**src/rtl/alu_32bit.sv**
```systemverilog
// Registered single-issue ALU: add, sub, and, or with NZCV flags and one-cycle latency.
// Optional build macro ALU_SATURATE_EN clamps signed-overflowing add/sub results.
module alu_32bit #(
   parameter int WIDTH = 32
) (
   input  logic             clk,
   input  logic             rst,
   input  logic             in_valid,
   input  logic [1:0]       c,
   input  logic [WIDTH-1:0] a,
   input  logic [WIDTH-1:0] b,
   output logic [WIDTH-1:0] y,
   output logic             out_valid,
   output logic             zero,
   output logic             negative,
   output logic             carry,
   output logic             overflow
);

   localparam logic [1:0] OP_ADD = 2'b00;
   localparam logic [1:0] OP_SUB = 2'b01;
   localparam logic [1:0] OP_AND = 2'b10;
   localparam logic [1:0] OP_OR  = 2'b11;

   typedef struct packed {
      logic [WIDTH-1:0] y;
      logic             c;
      logic             v;
   } arith_t;

   // Subtraction reuses the adder as a + ~b + 1, so carry is NOT borrow.
   function automatic arith_t add_sub(input logic [WIDTH-1:0] op_a,
                                      input logic [WIDTH-1:0] op_b,
                                      input logic             do_sub);
      arith_t           r;
      logic [WIDTH-1:0] b_eff;
      logic [WIDTH:0]   sum;
      b_eff = do_sub ? ~op_b : op_b;
      sum   = {1'b0, op_a} + {1'b0, b_eff} + {{WIDTH{1'b0}}, do_sub};
      r.y   = sum[WIDTH-1:0];
      r.c   = sum[WIDTH];
      r.v   = (op_a[WIDTH-1] == b_eff[WIDTH-1]) && (r.y[WIDTH-1] != op_a[WIDTH-1]);
      return r;
   endfunction

`ifdef ALU_SATURATE_EN
   // On overflow the true result always has the sign of operand a.
   function automatic logic [WIDTH-1:0] sat_value(input logic neg);
      return neg ? {1'b1, {(WIDTH-1){1'b0}}} : {1'b0, {(WIDTH-1){1'b1}}};
   endfunction
`endif

   arith_t           arith_s;
   logic [WIDTH-1:0] res_y_s;
   logic             res_c_s;
   logic             res_v_s;

   logic [WIDTH-1:0] y_r;
   logic             out_valid_r;
   logic             zero_r;
   logic             negative_r;
   logic             carry_r;
   logic             overflow_r;

   // Next-result decode: every opcode handled explicitly.
   always_comb begin
      arith_s = add_sub(a, b, 1'b0);
      res_y_s = {WIDTH{1'b0}};
      res_c_s = 1'b0;
      res_v_s = 1'b0;
      case (c)
         OP_ADD: begin
            arith_s = add_sub(a, b, 1'b0);
            res_y_s = arith_s.y;
            res_c_s = arith_s.c;
            res_v_s = arith_s.v;
         end
         OP_SUB: begin
            arith_s = add_sub(a, b, 1'b1);
            res_y_s = arith_s.y;
            res_c_s = arith_s.c;
            res_v_s = arith_s.v;
         end
         OP_AND: begin
            res_y_s = a & b;
         end
         OP_OR: begin
            res_y_s = a | b;
         end
         default: begin
            res_y_s = {WIDTH{1'b0}};
         end
      endcase
`ifdef ALU_SATURATE_EN
      if (res_v_s) begin
         res_y_s = sat_value(a[WIDTH-1]);
      end else begin
         res_y_s = res_y_s;
      end
`endif
   end

   // Output register: reset wins, accepted ops load, idle cycles hold y and flags.
   always_ff @(posedge clk) begin
      if (rst) begin
         y_r         <= {WIDTH{1'b0}};
         out_valid_r <= 1'b0;
         zero_r      <= 1'b0;
         negative_r  <= 1'b0;
         carry_r     <= 1'b0;
         overflow_r  <= 1'b0;
      end else if (in_valid) begin
         y_r         <= res_y_s;
         out_valid_r <= 1'b1;
         zero_r      <= (res_y_s == {WIDTH{1'b0}});
         negative_r  <= res_y_s[WIDTH-1];
         carry_r     <= res_c_s;
         overflow_r  <= res_v_s;
      end else begin
         out_valid_r <= 1'b0;
      end
   end

   assign y         = y_r;
   assign out_valid = out_valid_r;
   assign zero      = zero_r;
   assign negative  = negative_r;
   assign carry     = carry_r;
   assign overflow  = overflow_r;

endmodule

```
**config.mk**
```make
export PLATFORM = sky130hd
export DESIGN_NAME = alu_32bit
export DESIGN_NICKNAME = d
export VERILOG_FILES = /design/src/rtl/alu_32bit.sv
export SDC_FILE = /design/constraint.sdc
export NUM_CORES = 1
export LEC_CHECK = 0
export ABC_AREA = 1
export CAP_MARGIN = 10
export CORE_ASPECT_RATIO = 1.1
export CORE_MARGIN = 1.5
export CORE_UTILIZATION = 29
export DETAILED_ROUTE_END_ITERATION = 10
export GPL_ROUTABILITY_DRIVEN = 0
export GPL_TIMING_DRIVEN = 0
export PLACE_DENSITY = 0.59
export SLEW_MARGIN = 20
export SYNTH_ARGS = -nofsm -noshare
export SYNTH_HDL_FRONTEND = slang
export SYNTH_SLANG_ARGS = --single-unit
```
**constraint.sdc**
```tcl
create_clock -name clk -period 2.56 [get_ports clk]
set_clock_uncertainty 0.1 [all_clocks]
set_input_delay 0.384 -clock clk [delete_from_list [all_inputs] [get_ports clk]]
set_output_delay 0.384 -clock clk [all_outputs]
set_load 0.005 [all_outputs]
```
**After elaboration in Yosys (flattened, before gate mapping)**

Index checks and enable logic that the tools add are counted.

- Add/sub/neg operators: 3
- Equality and inequality tests: 7
- Muxes and demuxes: 4
- Bitwise logic cells: 3
- Reductions and logical operators: 4

Operator list:

| kind | count |
|---|---|
| case mux 32 bit (4 select lines) | 1 |
| adder 32 x 32 -> 33 bit | 2 |
| adder 33 x 1 -> 33 bit (second input constant) | 1 |
| AND 32 bit | 1 |
| zero test 32 bit | 1 |
| inverter 32 bit | 1 |
| bitwise OR 32 bit | 1 |
| == test 2 bit (second input constant) | 2 |
| case mux 1 bit (2 select lines) | 2 |
| == test 1 bit | 2 |
| == test 2 x 1 -> 1 bit (second input constant) | 1 |
| logical AND 1 bit | 2 |
| zero test 2 bit | 1 |
| inequality test 1 bit | 2 |
| two-way mux 1 bit | 1 |

- Register bits: 37
- Input port bits: 69

**Logic depth before layout (Yosys ltp)**

- Depth in word-level cells: 6
- Mapped depth: 22

**Worst setup path after synthesis**

OpenSTA, ideal clock, no wires.

- Path kind: in2reg
- Start: input a[0]
- End: register zero_r (netlist: zero)
- Arrival: 2240 ps
- Required time: 2392 ps
- Slack: 152 ps
- Stages: 20
- Path buffers: 0
- Cells stage by stage: ha_1 inv_1 fa_1 inv_1 nand3_1 nand3_1 nand2_1 nand2_1 nand2_1 nand2_1 nand2_1 nand3_1 nand3b_1 nor2_1 nand2_1 nor2_1 nand2_1 nor2_1 nand2_1 a21oi_2

- Word-level cells in the longest chain between the ends: 4
- Elaborated cells between the ends (all ways): 7
- Classes of those cells: 3 x add/sub; 1 x mux; 2 x bitwise; 1 x reduce/logical

Ends and longest elaborated chain:

| what | RTL line | source |
|---|---|---|
| start: declaration | 10 | `input logic [WIDTH-1:0] a,` |
| adder 32 x 32 -> 33 bit | 39 | `sum = {1'b0, op_a} + {1'b0, b_eff} + {{WIDTH{1'b0}}, do_sub};` |
| adder 33 x 1 -> 33 bit | 39 |  |
| case mux 32 bit (4 select lines) * | 71 | `case (c)` |
| zero test 32 bit * | 115 | `zero_r <= (res_y_s == {WIDTH{1'b0}});` |
| end signal: assignment | 115 |  |
| end: declaration | 60 | `logic zero_r;` |

Every way passes the cells marked *; elsewhere a longest branch is shown, timed or not.
A chain may end at the register's enable or synchronous reset.

**Final worst setup path**

- Start: input a[24]
- End: register zero_r (netlist: zero)

Same word-level chain as after synthesis.

==> summary.txt <==
Power
  – Pwr/cell area: 324 nW/um^2
  – Sw Share: a little under half
  – Peak supply drop: ~250 uV
  – Flop pwr share: 16.3%
  – Comb power frac: 68.0%
  – Design Power: 3.91 mW
  – Internal Power: 2.08 mW
  – Leak: 6.15 nW
  – Clk pwr share: between 15 and 20%
  – Net switching power: 1.83 mW

Cells and area
  – P&R area growth vs syn: 56.0%
  – Final instance area: 12,100 sq um
  – Layout cells sized above 1: 37.0%
  – Finished Layout Cells: 2,015
  – Fin nets: 1,829
  – Ant. Diodes: 0

Logic synthesis
  – Most numerous cell in the Yosys netlist: nand2_1
  – Asr flop ratio synth: 0%
  – Synth top cells by count: nand2_1, inv_1, nor2_1, nand3_1, ha_1
  – Post-synth EDFFs: 0
  – Post-synth top flop: dfxtp_1
  – Synth cell types: 40
  – Area share of the largest cell type after synthesis: 19.5%
  – Cell accounting for the most synthesized area: nand2_1
  – Synth area leaders: nand2_1, ha_1, inv_1, dfxtp_1, nand3_1
  – Yosys warning total: 0
  – Synth Net Count: between 1,500 and 2,000
  – Post-synthesis sequential area ratio: a little under a tenth
  – Post-synthesis cell count: around 1,400
  – Syn Area/Cell: 5.42 sq um
  – Synthesized area: a little under 8000 sq um
  – Yosys reg bits: 36

Place
  – PortBufs: 105
  – DP Wirelength: about 25 mm
  – # placed instances: 1,887
  – DP Worst Slack: -1.19 ns
  – Placed Area: 9240 sq um

Drt
  – Vias: 10,200
  – Vias/cell: 5.04
  – Iter 0 DRT Violations: between 700 and 800
  – Total wire length: around 32 mm
  – Residual DRC: 0
  – Antenna-violating nets left: 0
  – Post-DR wirelength/cell: 16.1 um
  – Pre-antenna DRT Iters: 5

Timing
  – Min Tclk post-route: 2.59 ns
  – Max_slew headroom: 65.8%
  – Fmax: roughly 390 MHz
  – Final Hold Viols: 0
  – Worst Tran Pin Value: 0.513 ns
  – Total negative slack: -0.0263 ns
  – Count of pins over their slew limit: 0
  – Final setup violating endpoints: 1
  – Crit share post-route: 101%
  – RSZ-0062 raised after global routing: true
  – Setup ws final: -0.0263 ns

Clock tree
  – H-Tree Depth: 2
  – Bufs on Longest Clock Path: 2
  – CTS sink count: 36
  – CTS tree: done
  – Clock transition at path regs: 0.05 ns
  – Num CTS Buffers: 5
  – Root Driver: clkbuf_16
  – Clk_lat worst skew: 0.28 ns

Hold path
  – HP Class: reg -> reg

Die
  – I/O pins: 106
  – Starting Density: 29.5%
  – Chip Width: ~160 um
  – Die footprint: between 20,000 and 30,000 sq um
  – Die height: 174 um
  – Rows: 62
  – Core Area: roughly 26,000 sq um

Critical path
  – Critical Path Fanout Max: 7
  – Required time worst endpoint: between 2 and 3 ns
  – Arrival time worst endpoint: 2.70 ns
  – Critical path launch point type: input pin
  – CP endpoint kind: register
  – WS Path Type: in -> reg

Run
  – Max cap viols: 0

Run status
  – Failing checks: negative setup slack
  – Status: finished with violations

Global routing
  – Global-route wire length before repair: ~50 mm
  – GRT Total Usage: 22.2%
  – Remaining Overflow, GRT: 0
  – Initial antenna violation count: 0
  – Largest net degree at the start of global routing: 12
  – Vias in the first global route: around 9,800
-- cells by family after synthesis --
family	Yosys count	share of synthesized area [%]
AND/OR/NAND/NOR	777	43.4
XOR/XNOR	4	0.452
buffers and inverters	337	17.7
flip-flops	36	9.30
adder cells (fa/ha/maj)	98	16.0
AO/OA/AOI/OAI	178	13.1
-- power by group through the flow --
stage / registers (mW) / logic (mW) / clock network [mW]
after CTS: 0.637 / 2.34 / 0.624
after floorplan: 0.643 / 1.13 / 0
final: 0.637 / 2.66 / 0.615
after global routing: 0.642 / 2.86 / 0.649
after global placement: 0.649 / 1.75 / 0
after detailed placement: 0.649 / 1.77 / 0
-- cell usage in the layout, fill, tap and decap left out, types with 17 or more instances in the layout --
cell             count
buf_6               17
o21ai_0             49
dlygate4sd2_1       20
nor2_1              85
nand2_1            303
inv_2               68
nor2_2              35
nand3_2             31
nand3_1            101
a21oi_1             30
ha_4                22
clkbuf_2            25
nand2_2             88
ha_1                74
buf_4              125
nand4_1             17
nand2_4             27
inv_1              210
dfxtp_1             36
nor2_4              50
clkdlybuf4s50_1     42
a21oi_2             30
-- registers in the layout (all words and copies together), names as in the netlist --
register / flops
y: 32
carry: 1
out_valid: 1
overflow: 1
zero: 1
-- critical path, stage by stage --
cell and delay, ns:
dlygate4sd2_1 0.26, inv_1 0.11, ha_4 0.21, buf_6 0.14, nand2_4 0.13, nor2_1 0.08, nor2_1 0.22, nand2_1 0.12
a21oi_2 0.18, nand3_1 0.10, nand3_1 0.10, nand3_2 0.11, nor2_2 0.12, nand2_1 0.07, nor3_2 0.14, nand2_1 0.09
a21oi_2 0.12
-- timing repair --
| item | 4_1_cts | 5_1_grt |
|---|---|---|
| hold buffers | 0 | 0 |
| pin swaps | 141 | 110 |
| setup buffers | 82 | 42 |
| resized for setup | 458 | 223 |
| hold endpoints to repair | 0 | 0 |
| endpoints found under the setup margin | 26 | 18 |
| gates cloned | 2 | 0 |
-- path summary, 6_finish.rpt --
kind	startpoint	to	slack, ns	cells after the start
max	a[24]	zero	-0.03	17
min	overflow	overflow	0.37	2
max reg2reg	y[21]	y[21]	1.76	4
min reg2reg	overflow	overflow	0.37	2
-- cell type report --
type / instances / area [sq um]
plain buffers: 40 / 340
clock buffers: 6 / 139
clock inverters: 2 / 10.0
fillers: 2719 / 14100
inverters: 291 / 1130
multi-input cells: 1057 / 7400
flip-flops and latches: 36 / 721
well taps: 352 / 440
repair buffers: 231 / 1900
-- stage by stage --
step	hold slack [ns]	util (%)
4_1_cts	0.372	43.1
5_1_grt	0.388	46.1
6_report	0.368	46.1
3_3_place_gp	0.357	35.2
3_5_place_dp	0.364	35.2
2_1_floorplan	0.362	-
-- metal layers --
metal | global-route usage [%] | vias up | wire, um
met2 | 39.4 | 447 | 15600
met3 | 2.93 | 120 | 2150
met1 | 25.6 | 4677 | 12700
met4 | 12.9 | 0 | 2070
met5 | 0 | - | 0
li1 | - | 4908 | -
Note: power is estimated with default switching activity, not from simulation.
